[config.mk]
export PLATFORM = sky130hd
export DESIGN_NAME = mem_initiator
export DESIGN_NICKNAME = d
export VERILOG_FILES = /design/src/rtl/mem_pkg.sv /design/src/rtl/mem_lane_align.sv /design/src/rtl/mem_initiator.sv
export SDC_FILE = /design/constraint.sdc
export NUM_CORES = 1
export LEC_CHECK = 0
export ABC_AREA = 1
export BUFFER_PORTS_ARGS = -buffer_cell sky130_fd_sc_hd__buf_2
export CAP_MARGIN = 10
export CORE_ASPECT_RATIO = 1.2
export CORE_MARGIN = 4
export CORE_UTILIZATION = 54
export DETAILED_ROUTE_END_ITERATION = 7
export GPL_TIMING_DRIVEN = 0
export PLACE_DENSITY = 0.95
export SYNTH_ARGS = -nofsm -noshare
export SYNTH_HDL_FRONTEND = slang
export SYNTH_SLANG_ARGS = --single-unit
[constraint.sdc]
create_clock -name clk -period 2.6 [get_ports clk]
set_input_delay 0.13 -clock clk [delete_from_list [all_inputs] [get_ports clk]]
set_output_delay 0.13 -clock clk [all_outputs]
set_load 0.01 [all_outputs]
[src/rtl/mem_pkg.sv]
// Shared definitions for memory-interface initiators: access size encodings,
// initiator FSM states and the alignment rule.
package mem_pkg;

  localparam logic [1:0] SIZE_B = 2'd0;
  localparam logic [1:0] SIZE_H = 2'd1;
  localparam logic [1:0] SIZE_W = 2'd2;
  localparam logic [1:0] SIZE_R = 2'd3;

  typedef enum logic [1:0] {
    IDLE  = 2'd0,
    ISSUE = 2'd1,
    WAIT  = 2'd2,
    RESP  = 2'd3
  } mem_init_state_t;

  // Natural alignment: halves on even addresses, words on multiples of four.
  function automatic logic mem_misaligned(input logic [1:0] size, input logic [1:0] addr_lo);
    logic mis;
    case (size)
      SIZE_H:  mis = addr_lo[0];
      SIZE_W:  mis = (addr_lo != 2'b00);
      default: mis = 1'b0;
    endcase
    return mis;
  endfunction

endpackage

[src/rtl/mem_lane_align.sv]
// Combinational byte-lane steering: store data/mask placement and load
// data extraction with sign or zero extension.
module mem_lane_align
  import mem_pkg::*;
(
  input  logic [1:0]  st_addr_lo,
  input  logic [1:0]  st_size,
  input  logic [31:0] st_wdata,
  output logic [31:0] st_lane_data,
  output logic [3:0]  st_mask,
  input  logic [1:0]  ld_addr_lo,
  input  logic [1:0]  ld_size,
  input  logic        ld_unsigned,
  input  logic [31:0] ld_rdata,
  output logic [31:0] ld_data
);

  logic [4:0]  st_shamt_s;
  logic [4:0]  ld_shamt_s;
  logic [31:0] ld_shifted_s;

  assign st_shamt_s   = {st_addr_lo, 3'b000};
  assign ld_shamt_s   = {ld_addr_lo, 3'b000};
  assign ld_shifted_s = ld_rdata >> ld_shamt_s;

  // Store side: move right-justified data into its lanes and enable them.
  always_comb begin
    st_lane_data = 32'h0000_0000;
    st_mask      = 4'b0000;
    case (st_size)
      SIZE_B: begin
        st_lane_data = {24'h00_0000, st_wdata[7:0]} << st_shamt_s;
        st_mask      = 4'b0001 << st_addr_lo;
      end
      SIZE_H: begin
        st_lane_data = {16'h0000, st_wdata[15:0]} << st_shamt_s;
        st_mask      = 4'b0011 << st_addr_lo;
      end
      SIZE_W: begin
        st_lane_data = st_wdata;
        st_mask      = 4'b1111;
      end
      default: begin
        st_lane_data = 32'h0000_0000;
        st_mask      = 4'b0000;
      end
    endcase
  end

  // Load side: right-justify, truncate to size, then extend.
  always_comb begin
    ld_data = 32'h0000_0000;
    case (ld_size)
      SIZE_B: begin
        if (ld_unsigned) begin
          ld_data = {24'h00_0000, ld_shifted_s[7:0]};
        end else begin
          ld_data = {{24{ld_shifted_s[7]}}, ld_shifted_s[7:0]};
        end
      end
      SIZE_H: begin
        if (ld_unsigned) begin
          ld_data = {16'h0000, ld_shifted_s[15:0]};
        end else begin
          ld_data = {{16{ld_shifted_s[15]}}, ld_shifted_s[15:0]};
        end
      end
      SIZE_W:  ld_data = ld_shifted_s;
      default: ld_data = 32'h0000_0000;
    endcase
  end

endmodule

[src/rtl/mem_initiator.sv]
// Initiator for the single-port memory interface: accepts core load/store
// requests, issues one strobe, waits for done and returns an extended result.
module mem_initiator
  import mem_pkg::*;
#(
  parameter int TIMEOUT = 0
) (
  input  logic        clk,
  input  logic        rst_n,
  input  logic        req_valid,
  output logic        req_ready,
  input  logic        req_we,
  input  logic [31:0] req_addr,
  input  logic [1:0]  req_size,
  input  logic        req_unsigned,
  input  logic [31:0] req_wdata,
  output logic        resp_valid,
  output logic        resp_err,
  output logic [31:0] resp_rdata,
  output logic [31:0] mem_addr,
  output logic [31:0] mem_wdata,
  output logic [3:0]  mem_wmask,
  output logic        mem_wstrobe,
  output logic        mem_rstrobe,
  input  logic [31:0] mem_rdata,
  input  logic        mem_done
);

  localparam int CNT_W = (TIMEOUT > 0) ? $clog2(TIMEOUT + 1) : 1;
  localparam bit TO_EN = (TIMEOUT > 0);
  localparam logic [CNT_W-1:0] CNT_LAST = TO_EN ? CNT_W'(TIMEOUT - 1) : '0;

  mem_init_state_t state_q, state_d;
  logic             req_ready_q, req_ready_d;
  logic             we_q, we_d;
  logic [1:0]       size_q, size_d;
  logic             uns_q, uns_d;
  logic [CNT_W-1:0] cnt_q, cnt_d;
  logic [31:0]      mem_addr_q, mem_addr_d;
  logic [31:0]      mem_wdata_q, mem_wdata_d;
  logic [3:0]       mem_wmask_q, mem_wmask_d;
  logic             mem_wstrobe_q, mem_wstrobe_d;
  logic             mem_rstrobe_q, mem_rstrobe_d;
  logic             resp_valid_q, resp_valid_d;
  logic             resp_err_q, resp_err_d;
  logic [31:0]      resp_rdata_q, resp_rdata_d;

  logic [31:0] st_lane_s;
  logic [3:0]  st_mask_s;
  logic [31:0] ld_data_s;
  logic        acc_err_s;

  mem_lane_align u_align (
    .st_addr_lo   (req_addr[1:0]),
    .st_size      (req_size),
    .st_wdata     (req_wdata),
    .st_lane_data (st_lane_s),
    .st_mask      (st_mask_s),
    .ld_addr_lo   (mem_addr_q[1:0]),
    .ld_size      (size_q),
    .ld_unsigned  (uns_q),
    .ld_rdata     (mem_rdata),
    .ld_data      (ld_data_s)
  );

  assign acc_err_s = mem_misaligned(req_size, req_addr[1:0]) || (req_size == SIZE_R);

  // Next-state and registered-output logic for the access sequence.
  always_comb begin
    state_d       = state_q;
    we_d          = we_q;
    size_d        = size_q;
    uns_d         = uns_q;
    cnt_d         = '0;
    mem_addr_d    = mem_addr_q;
    mem_wdata_d   = mem_wdata_q;
    mem_wmask_d   = mem_wmask_q;
    mem_wstrobe_d = 1'b0;
    mem_rstrobe_d = 1'b0;
    resp_valid_d  = 1'b0;
    resp_err_d    = 1'b0;
    resp_rdata_d  = 32'h0000_0000;
    case (state_q)
      IDLE: begin
        if (req_valid && req_ready_q) begin
          we_d   = req_we;
          size_d = req_size;
          uns_d  = req_unsigned;
          if (acc_err_s) begin
            state_d      = RESP;
            resp_valid_d = 1'b1;
            resp_err_d   = 1'b1;
          end else begin
            state_d       = ISSUE;
            mem_addr_d    = req_addr;
            mem_wdata_d   = req_we ? st_lane_s : 32'h0000_0000;
            mem_wmask_d   = req_we ? st_mask_s : 4'b0000;
            mem_wstrobe_d = req_we;
            mem_rstrobe_d = !req_we;
          end
        end else begin
          state_d = IDLE;
        end
      end
      ISSUE: state_d = WAIT;
      WAIT: begin
        if (mem_done) begin
          state_d      = RESP;
          resp_valid_d = 1'b1;
          resp_rdata_d = we_q ? 32'h0000_0000 : ld_data_s;
          mem_addr_d   = 32'h0000_0000;
          mem_wdata_d  = 32'h0000_0000;
          mem_wmask_d  = 4'b0000;
        end else if (TO_EN && (cnt_q == CNT_LAST)) begin
          state_d      = RESP;
          resp_valid_d = 1'b1;
          resp_err_d   = 1'b1;
          mem_addr_d   = 32'h0000_0000;
          mem_wdata_d  = 32'h0000_0000;
          mem_wmask_d  = 4'b0000;
        end else if (TO_EN) begin
          cnt_d = cnt_q + CNT_W'(1);
        end else begin
          cnt_d = '0;
        end
      end
      RESP: state_d = IDLE;
      default: begin
        state_d     = IDLE;
        mem_addr_d  = 32'h0000_0000;
        mem_wdata_d = 32'h0000_0000;
        mem_wmask_d = 4'b0000;
      end
    endcase
    req_ready_d = (state_d == IDLE);
  end

  // State and output registers; reset abandons any access in flight.
  always_ff @(posedge clk or negedge rst_n) begin
    if (!rst_n) begin
      state_q       <= IDLE;
      req_ready_q   <= 1'b1;
      we_q          <= 1'b0;
      size_q        <= SIZE_B;
      uns_q         <= 1'b0;
      cnt_q         <= '0;
      mem_addr_q    <= 32'h0000_0000;
      mem_wdata_q   <= 32'h0000_0000;
      mem_wmask_q   <= 4'b0000;
      mem_wstrobe_q <= 1'b0;
      mem_rstrobe_q <= 1'b0;
      resp_valid_q  <= 1'b0;
      resp_err_q    <= 1'b0;
      resp_rdata_q  <= 32'h0000_0000;
    end else begin
      state_q       <= state_d;
      req_ready_q   <= req_ready_d;
      we_q          <= we_d;
      size_q        <= size_d;
      uns_q         <= uns_d;
      cnt_q         <= cnt_d;
      mem_addr_q    <= mem_addr_d;
      mem_wdata_q   <= mem_wdata_d;
      mem_wmask_q   <= mem_wmask_d;
      mem_wstrobe_q <= mem_wstrobe_d;
      mem_rstrobe_q <= mem_rstrobe_d;
      resp_valid_q  <= resp_valid_d;
      resp_err_q    <= resp_err_d;
      resp_rdata_q  <= resp_rdata_d;
    end
  end

  assign req_ready   = req_ready_q;
  assign resp_valid  = resp_valid_q;
  assign resp_err    = resp_err_q;
  assign resp_rdata  = resp_rdata_q;
  assign mem_addr    = mem_addr_q;
  assign mem_wdata   = mem_wdata_q;
  assign mem_wmask   = mem_wmask_q;
  assign mem_wstrobe = mem_wstrobe_q;
  assign mem_rstrobe = mem_rstrobe_q;

endmodule

==> results of run 1 <==
## sequential cells by signal, summed over array words and instances, names as in the netlist
register     count
resp_err         1
req_ready        1
mem_wmask        4
state_q          2
mem_wdata       32
uns_q            1
size_q           2
mem_rstrobe      1
mem_addr        32
resp_valid       1
we_q             1
mem_wstrobe      1
resp_rdata      32
## routing by layer
metal,global-route usage,routed length (um)
met5,0,13
met4,0.1288,609
met3,0.05886,1574
met2,0.4858,8878
met1,0.3217,6214
## metrics by stage
stage               hold WS [ps]  cell area (um^2)  worst slack (ps)
CTS                        17.40              7269             559.6
floorplan                 -165.6              5728             876.7
global route               31.83              7269             308.9
global placement           360.4              6927             209.3
detailed placement         241.4              6957             600.2
finish                     5.772              7269             573.5
## cell usage in the layout (no fill, tap or decap), types with 9 or more instances in the layout
cell type,synthesis,routed
o21ai_0,28,28
nand3_1,52,52
nor2_1,23,23
inv_1,46,46
nand2_1,391,391
a21oi_1,36,36
clkbuf_16,0,9
buf_2,20,227
clkbuf_1,19,19
nand3b_1,30,30
dfrtp_1,110,110
## cell usage after synthesis
master	n	area, um^2
clkbuf_1	19	71.32
inv_2	1	3.750
nor2_1	23	86.33
a21oi_1	36	180.2
o21ai_0	28	140.1
buf_6	3	33.78
nand4_1	1	6.260
inv_1	46	172.7
dfstp_2	1	26.28
nand2_1	391	1468
ha_1	6	75.07
a21oi_2	1	8.760
buf_1	3	11.26
dfrtp_1	110	2753
nand3b_1	30	225.2
nand3_2	1	10.01
nand2_2	2	12.51
a31oi_1	8	50.05
or2_1	1	6.260
buf_2	20	100.1
nand3_1	52	260.3
clkinv_2	1	5.000
or2_2	2	12.51
nor3_1	2	10.01
## critical path, delay by kind of cell (launching register included)
family / cells / cell delay (ps)
adder cells (fa/ha/maj): 1 / 260
buffers and inverters: 5 / 650
flip-flops: 1 / 370
AND/OR/NAND/NOR: 6 / 630
## final cells by class
| class | instances | area [um^2] | area share |
|---|---|---|---|
| Timing Repair Buffer | 210 | 1081 | 0.1487 |
| Multi-Input combinational cell | 584 | 2551 | 0.3509 |
| Clock buffer | 9 | 225.2 | 0.03098 |
| Inverter | 48 | 181.4 | 0.02496 |
| Sequential cell | 111 | 2779 | 0.3823 |
| Buffer | 45 | 216.5 | 0.02978 |
| Clock inverter | 7 | 77.57 | 0.01067 |
| Tap cell | 126 | 157.7 | 0.02169 |
## worst min path at each step
stage / from / endpoint / slack [ps] / cells past startpoint
final: req_unsigned / uns_q / 6 / 3
after floorplan: rst_n / mem_addr[0] / -170 / 0
after CTS: req_unsigned / uns_q / 20 / 3
after global placement: req_unsigned / uns_q / 360 / 3
after detailed placement: rst_n / resp_rdata[28] / 240 / 1
after global routing: req_we / mem_rstrobe / 30 / 2
## cells by family after synthesis
group | share of synthesized area
flip-flops | 0.4851
AO/OA/AOI/OAI | 0.06619
buffers and inverters | 0.06946
adder cells (fa/ha/maj) | 0.01311
AND/OR/NAND/NOR | 0.3661
## report_power, final
group	total [uW]	switching, uW	internal, uW
clock network	1370	690	681
logic	3170	2070	1100
registers	2490	257	2230
==> impl_metrics.tcl, run 1 <==
set metrics [dict create \
    outcome "complete, no violations" \
    clkTransAtPathRegs_ps 80 \
    vias_per_cell 5.289 \
    hold_violations 0 \
    coreArea_mm2 0.01021 \
    tns_ps 0 \
    fp.dieW_um 102.0 \
    startpoint_type "register" \
    clkLatencyLatePin_ps 350 \
    slew_headroom 0.5041 \
    synth.avg_cell_area_um2 7.269 \
    wirelength_um 17290 \
    setup_viol 0 \
    grt_pass1_wl_um 27190 \
    rsz0062_at_grt "no" \
    syn_area_mm2 0.005728 \
    worstHoldPathType "input port to register" \
    fin_total_pwr_uw 7027 \
    fin_crit_ps 2027 \
    grtUsageTotal 0.2786 \
    initialDrtViolationCount 343 \
    r2r_end "mem_addr[28]" \
    ant_nets 0 \
    crit_type "register to register" \
    ys_warn_count 0 \
    drc 0 \
    ioPinCount 209 \
    routabilityCongestion 0.9440 \
    grt_pass1_vias 5749 \
    cts_buffer_depth 2 \
    dieArea_mm2 0.01233 \
    ys_seq_area_frac 0.4851 \
    clock_skew_ps 8.685 \
    cts_buffers 9 \
    overflow 0 \
    ctsResizeCount 0 \
    cts_sinks 111 \
    post_cts_buffers 0 \
    fillers 877 \
    hold_buffers 1 \
    reg2reg_from "state_q[0]" \
    rows 40 \
    layout.nets 1119 \
    reg2regPathDepth 12 \
    die_h_um 120.8 \
    synth_cell_types 24 \
    htree_levels 3 \
    drv_cap 0 \
    area_delta_synth_final_pct 26.91 \
    ff2ff_setup_slack_ps 570 \
    startpoint "state_q[0]" \
    cp_max_fo 10 \
    root_buffer "clkbuf_16" \
    initial_utilization 0.5610 \
    powerDensity_mw_per_mm2 966.7 \
    grt_antenna_before_repair 1 \
    drt_pre_antenna_iters 5 \
    dp_cells 1123 \
    drive_gt1_frac 0.2535 \
    arrival_ps 2270 \
    period_share 0.7794 \
    fin_cells 1140 \
    crit_path_end_kind "register" \
    cts_tree "done" \
    portBuffers 208 \
    syn_nets 898 \
    crit_path_frequent_cell "nand2_1" \
    path_cells "inv_1 > ha_1 > inv_2 > or2_1 > nand2_1 > nand2_1 > clkinv_2 > nand2_2 > buf_6 > buf_6 > nand2_1 > nand2_1" \
    required_ps 2840 \
    crit_path_top_delay_cell "dfrtp_1" \
    endpoint "mem_addr[28]" \
    tightest_slew_ps 743.8 \
    max_stage_delay_ps 370 \
    peakVddDrop_mv 0.6347 \
    vias 6029 \
    synth_cells 788 \
    leakagePower_uw 0.004402 \
    wl_per_cell_um 15.17 \
    grt_max_degree 59 \
    fin_util 0.7120 \
    timing.fmax_mhz 493.5 \
    synth-seq-cells 111 \
    dp_hpwl_um 13410 \
    slew_violations 0 \
    diodes 0 \
]
(Power assumes the default switching activity.)
==> inputs of run 2 (changes only) <==
--- a/config.mk
+++ b/config.mk
@@ -10,10 +10,10 @@
 export CAP_MARGIN = 10
 export CORE_ASPECT_RATIO = 1.2
 export CORE_MARGIN = 4
-export CORE_UTILIZATION = 54
+export CORE_UTILIZATION = 50
 export DETAILED_ROUTE_END_ITERATION = 7
 export GPL_TIMING_DRIVEN = 0
-export PLACE_DENSITY = 0.95
+export PLACE_DENSITY = 0.92
 export SYNTH_ARGS = -nofsm -noshare
 export SYNTH_HDL_FRONTEND = slang
 export SYNTH_SLANG_ARGS = --single-unit
==> constraint.sdc (replaced) <==
create_clock -name clk -period 2.1 [get_ports clk]
set_input_delay 0.105 -clock clk [delete_from_list [all_inputs] [get_ports clk]]
set_output_delay 0.105 -clock clk [all_outputs]
set_load 0.01 [all_outputs]
==> run 2 against run 1 <==
- the flow now finishes with violations (negative hold slack)
- clock skew down 1.5 ps
- global-route usage shrank 2.0 points
- sequential power grew 23%
- fmax increased by 1.9%
- sequential share of layout area decreased by 0.43 points
- clock power is 27% higher
- hold slack got worse by 8.1 ps
- clock-buffer cell count increased by 1
==> impl_metrics.tcl, run 2 (same netlist as run 1, synthesis figures left out) <==
set metrics [dict create \
    portBuffers 208 \
    worstHoldPathType "input port to register" \
    layout.nets 1122 \
    setup_viol 0 \
    powerDensity_mw_per_mm2 1194 \
    timing.fmax_mhz 502.6 \
    rsz0062_at_grt "no" \
    dieArea_mm2 0.01324 \
    clkTransAtPathRegs_ps 80 \
    wl_per_cell_um 14.65 \
    fp.dieW_um 105.7 \
    drv_cap 0 \
    grt_max_degree 73 \
    grtUsageTotal 0.2587 \
    peakVddDrop_mv 0.7533 \
    clock_skew_ps 7.139 \
    arrival_ps 2280 \
    hold_violations 1 \
    cts_sinks 111 \
    vias_per_cell 5.035 \
    overflow 0 \
    die_h_um 125.2 \
    fin_crit_ps 1990 \
    vias 5896 \
    cts_tree "done" \
    slew_violations 0 \
    grt_pass1_vias 5831 \
    htree_levels 3 \
    fin_util 0.6599 \
    max_stage_delay_ps 360 \
    failed_checks "negative hold slack" \
    crit_path_end_kind "register" \
    outcome "complete, but fails checks" \
    cts_buffers 9 \
    crit_path_frequent_cell "nand2_1" \
    cp_max_fo 10 \
    diodes 0 \
    slew_headroom 0.5611 \
    root_buffer "clkbuf_16" \
    critPathBufInv 5 \
    crit_path_top_delay_cell "dfrtp_1" \
    initial_utilization 0.5142 \
    initialDrtViolationCount 233 \
    drt_pre_antenna_iters 6 \
    area_delta_synth_final_pct 28.35 \
    period_share 0.9474 \
    tightest_slew_ps 655.9 \
    grt_antenna_before_repair 0 \
    mostFrequentLayoutCell "nand2_1" \
    wirelength_um 17150 \
    tns_ps 0 \
    ioPinCount 209 \
    drive_gt1_frac 0.2566 \
    grt_pass1_wl_um 27610 \
    ant_nets 0 \
    drc 0 \
    final_cell_mix "nand2_1, buf_2, dfrtp_1" \
    cts_buffer_depth 2 \
    leakagePower_uw 0.004425 \
    rows 42 \
    cp_top_family "buffers and inverters" \
    worst_hold_slack_ps -2.289 \
    fillers 1006 \
    ff2ff_setup_slack_ps 110 \
    coreArea_mm2 0.01114 \
    crit_type "register to register" \
    path_cells "inv_1 > ha_2 > inv_2 > or2_1 > nand2_1 > nand2_1 > inv_4 > buf_4 > buf_2 > nand3b_1 > nand2_1" \
    routabilityCongestion 0.9553 \
    clkLatencyLatePin_ps 350 \
    startpoint_type "register" \
    required_ps 2390 \
    dp_hpwl_um 13240 \
]
==> run 2: final cells by class <==
type                       count  area, um^2  share of cell area
tap                          154       192.7             0.02621
buffer                        45       216.5             0.02944
clock inverter                 6       72.57            0.009871
sequential                   111        2779              0.3780
timing repair buffer         213        1106              0.1504
clock buffer                  10       239.0             0.03251
multi-input combinational    584        2564              0.3487
inverter                      48       182.7             0.02485
==> run 2: per-stage QoR <==
| stage | hold slack, ps | cells | power (uW) | instance area, um^2 | setup WS, ps |
|---|---|---|---|---|---|
| 6_report | -2.289 | 1171 | 8781 | 7352 | 110.5 |
| 5_1_grt | 3.636 | 1171 | 9423 | 7352 | 1.677 |
| 4_1_cts | 1.919 | 1169 | 8779 | 7323 | 37.18 |
| 3_5_place_dp | 117.3 | 1151 | 6997 | 6992 | 58.41 |
| 3_3_place_gp | 340.0 | 1150 | 6878 | 6962 | -290.1 |
| 2_1_floorplan | -190.6 | 788 | 5541 | 5728 | 376.7 |
==> run 2: final timing paths <==
check	start	end	depth (start not counted)
worst max-delay path	state_q[0]	mem_addr[11]	11
worst min-delay path	req_we	mem_rstrobe	2
worst max register to register	state_q[0]	mem_addr[11]	11
worst min register to register	mem_addr[13]	mem_addr[13]	2
max in group asynchronous	rst_n	req_ready	3
min in group asynchronous	rst_n	resp_rdata[9]	2
==> run 2: what timing repair did <==
item / in CTS / in global routing
setup endpoints to repair: 0 / 51
hold buffers: 2 / 0
buffers inserted: 0 / 2
resized for setup: 0 / 4
endpoints found under the hold margin: 40 / 0
==> run 2: worst reg2reg max path, delay by kind of cell, from the launching register on <==
family                     cells  cell delay [ps]
and+or+nand+nor                5              670
adders and majority gates      1              240
DFF                            1              360
buffers and inverters          5              670
==> run 2: report_power, final <==
group / internal [uW] / switching [uW]
sequential: 2760 / 312
clock: 885 / 858
combinational: 1390 / 2570
total: 5040 / 3740
==> run 2: layer usage <==
metal	wire [um]	vias up	GRT usage
met2	8412	266	0.4433
met1	6652	2656	0.2964
met4	822	0	0.1418
met3	1267	61	0.06186
li1	-	2913	-
met5	0	-	0
==> inputs of run 3 (changes only) <==
--- a/config.mk
+++ b/config.mk
@@ -5,15 +5,14 @@
 export SDC_FILE = /design/constraint.sdc
 export NUM_CORES = 1
 export LEC_CHECK = 0
-export ABC_AREA = 1
 export BUFFER_PORTS_ARGS = -buffer_cell sky130_fd_sc_hd__buf_2
 export CAP_MARGIN = 10
 export CORE_ASPECT_RATIO = 1.2
 export CORE_MARGIN = 4
-export CORE_UTILIZATION = 50
+export CORE_UTILIZATION = 49
 export DETAILED_ROUTE_END_ITERATION = 7
 export GPL_TIMING_DRIVEN = 0
-export PLACE_DENSITY = 0.92
+export PLACE_DENSITY = 0.91
 export SYNTH_ARGS = -nofsm -noshare
 export SYNTH_HDL_FRONTEND = slang
 export SYNTH_SLANG_ARGS = --single-unit
==> run 3 against run 2 <==
- the run ends with negative setup slack left
- combinational power increased by 14%
- area after synthesis decreased by 6.3%
- via count fell by 21%
- die area shrank 4.1%
- first-iteration DRC count increased by 6.0%
- hold slack better by 18 ps
- critical path depth shrank 2
- fmax down 6.5%
- synthesized cell count fell by 41%
- non-clock buffer count decreased by 2
- utilization increased by 4.0 points
==> impl_metrics.tcl, run 3 <==
set metrics [dict create \
    setup_viol 20 \
    rows 41 \
    cts_tree "done" \
    tns_ps -174.4 \
    yosysMostFrequentCell "dfrtp_1" \
    drive_gt1_frac 0.4665 \
    grt_pass1_vias 4803 \
    r2r_end "mem_wdata[3]" \
    sw_frac_of_total 0.3626 \
    crit_path_end_kind "register" \
    endpoint "mem_wdata[3]" \
    grt_antenna_before_repair 0 \
    grtUsageTotal 0.2478 \
    dieArea_mm2 0.01270 \
    synth.avg_cell_area_um2 11.64 \
    critPathBufInv 4 \
    p_comb_frac 0.482 \
    dr_wl_met2_um 9146 \
    mostFrequentLayoutCell "buf_2" \
    htree_levels 3 \
    cp_max_fo 6 \
    dp_cells 799 \
    fp.dieW_um 103.5 \
    period_share 1.013 \
    pwr-share-clk 0.177 \
    startpoint_type "register" \
    wl_met1_um 6433 \
    root_buffer "clkbuf_16" \
    rsz0062_at_grt "yes" \
    crit_path_top_delay_cell "dfrtp_1" \
    initialDrtViolationCount 247 \
    required_ps 2330 \
    syn_area_mm2 0.005368 \
    outcome "complete, but fails checks" \
    place_area_mm2 0.006600 \
    worst-path-stages 9 \
    diodes 0 \
    ys_seq_area_frac 0.5177 \
    ys_top_cells_by_area "dfrtp_1, mux2_2, mux2_1" \
    worstHoldPathType "input port to register" \
    synth_async_sr_flop_share 1.000 \
    reg2reg_from "state_q[0]" \
    crit_type "register to register" \
    area_delta_synth_final_pct 38.39 \
    cp_top_family "buffers and inverters" \
    vias 4671 \
    hold_depth 2 \
    path_cells "inv_2 > buf_12 > ha_4 > nand3_2 > or3_4 > o22ai_4 > buf_8 > clkbuf_16 > mux2_4" \
    synth_cell_types 42 \
    tightest_slew_ps 699.1 \
    detailroute.wirelength.met3_um 1092 \
    layout.nets 806 \
    max_stage_delay_ps 400 \
    timing.fmax_mhz 469.9 \
    dp_hpwl_um 12020 \
    synth_flop_cell "dfrtp_1" \
    startpoint "state_q[0]" \
    p_sw_uw 3402 \
    drc 0 \
    cts_buffer_depth 2 \
    powerDensity_mw_per_mm2 1263 \
    slew_headroom 0.5339 \
    ff2ff_setup_slack_ps -30 \
    ant_nets 0 \
    netlist_top_cells_count "dfrtp_1, nor2b_1, mux2_2, mux2_1, o21ai_0" \
    clock_skew_ps 9.177 \
    intPower_uw 5981 \
    cts_buffers 9 \
    pwr-share-seq 0.342 \
    drt_pre_antenna_iters 4 \
    fin_cells 830 \
    die_h_um 122.7 \
    drv_cap 0 \
    ioPinCount 209 \
    hold_violations 0 \
    initial_utilization 0.5055 \
    syn_nets 571 \
    slew_violations 0 \
    portBuffers 208 \
    leakagePower_uw 0.003852 \
    clkLatencyLatePin_ps 340 \
    stdcell_area_mm2 0.007428 \
    wl_per_cell_um 20.53 \
    failed_checks "negative setup slack" \
    peakVddDrop_mv 0.7399 \
    routabilityCongestion 0.9091 \
    clkTransAtPathRegs_ps 80 \
    fin_crit_ps 2128 \
    reg2regPathDepth 9 \
    synth_top_area_frac 0.5128 \
    wirelength_um 17040 \
    arrival_ps 2360 \
    final_cell_mix "buf_2, dfrtp_1, mux2_4" \
    ys_warn_count 0 \
    synth-seq-cells 111 \
    synth_edf_count 0 \
    dr.max_layer_used "met4" \
    grt_max_degree 61 \
    fin_ws_ps -28.12 \
    cts_sinks 111 \
    vias_per_cell 5.628 \
    synth_cells 461 \
    synth_top_area_cell "dfrtp_1" \
    overflow 0 \
    grt_pass1_wl_um 24980 \
    coreArea_mm2 0.01062 \
]
## run 3: cell types whose count changed in the layout (fill, tap and decap cells not counted), sizes merged, moves of 9 or more
| cell | change |
|---|---|
| a211oi | +14 |
| a21oi | -17 |
| inv | -41 |
| mux2 | +67 |
| mux2i | +21 |
| nand2 | -374 |
| nand3 | -49 |
| nand3b | -27 |
| nor2 | -9 |
| nor2b | +44 |
| nor3b | +9 |
| o2bb2ai | +17 |
## run 3: logic make-up (layout without fill, tap and decap cells)
family | after synthesis | in the layout | synth area share
fa+ha+maj | 6 | 6 | 0.01399
flops | 111 | 111 | 0.5177
buf+inv | 40 | 280 | 0.03590
mux | 88 | 88 | 0.1797
simple gates | 113 | 113 | 0.1214
compound gates | 103 | 103 | 0.1312
## run 3: final cells by class
type / count / area [um^2]
plain buffers: 30 / 198.9
clock buffers: 9 / 225.2
clock inverters: 7 / 62.56
fillers: 770 / 3191
inverters: 8 / 30.03
multi-input cells: 310 / 2655
flip-flops and latches: 111 / 2779
well taps: 129 / 161.4
repair buffers: 226 / 1316
## run 3: per-stage QoR
stage	hold slack, ps	setup slack (ps)	util	total power (uW)
5_1_grt	14.73	-77.70	0.6995	9864
2_1_floorplan	-190.6	3.908	-	5339
4_1_cts	3.607	-25.10	0.6695	8734
6_report	15.66	-28.12	0.6995	9383
3_3_place_gp	340.8	-264.5	0.6187	6552
3_5_place_dp	186.5	-306.4	0.6215	6705
## run 3: how the worst min path moves through the flow
stage / start / endpoint
finish: mem_rdata[30] / resp_rdata[30]
global route: mem_rdata[30] / resp_rdata[30]
CTS: mem_rdata[28] / resp_rdata[28]
detailed placement: rst_n / resp_rdata[26]
global placement: req_unsigned / uns_q
floorplan: rst_n / mem_addr[0]
## run 3: power groups by stage
| stage | logic [uW] | clock network (uW) | registers, uW |
|---|---|---|---|
| 2_1_floorplan | 1880 | 0 | 3460 |
| 3_3_place_gp | 3410 | 0 | 3140 |
| 3_5_place_dp | 3510 | 0 | 3190 |
| 4_1_cts | 3870 | 1700 | 3160 |
| 5_1_grt | 4800 | 1780 | 3280 |
| 6_report | 4520 | 1660 | 3210 |
## run 3: routing by layer
| layer | up-vias | track usage |
|---|---|---|
| met2 | 221 | 0.4636 |
| met3 | 29 | 0.05997 |
| li1 | 2116 | - |
| met1 | 2305 | 0.2788 |
| met4 | 0 | 0.08313 |
| met5 | - | 0 |
## run 3: timing repair
| action | CTS | global route |
|---|---|---|
| pin swaps | 2 | 4 |
| hold endpoints to repair | 54 | 0 |
| resized for setup | 30 | 59 |
| hold buffers | 4 | 0 |
| buffers inserted | 7 | 2 |
| gates cloned | 1 | 3 |
| endpoints found under the setup margin | 84 | 79 |
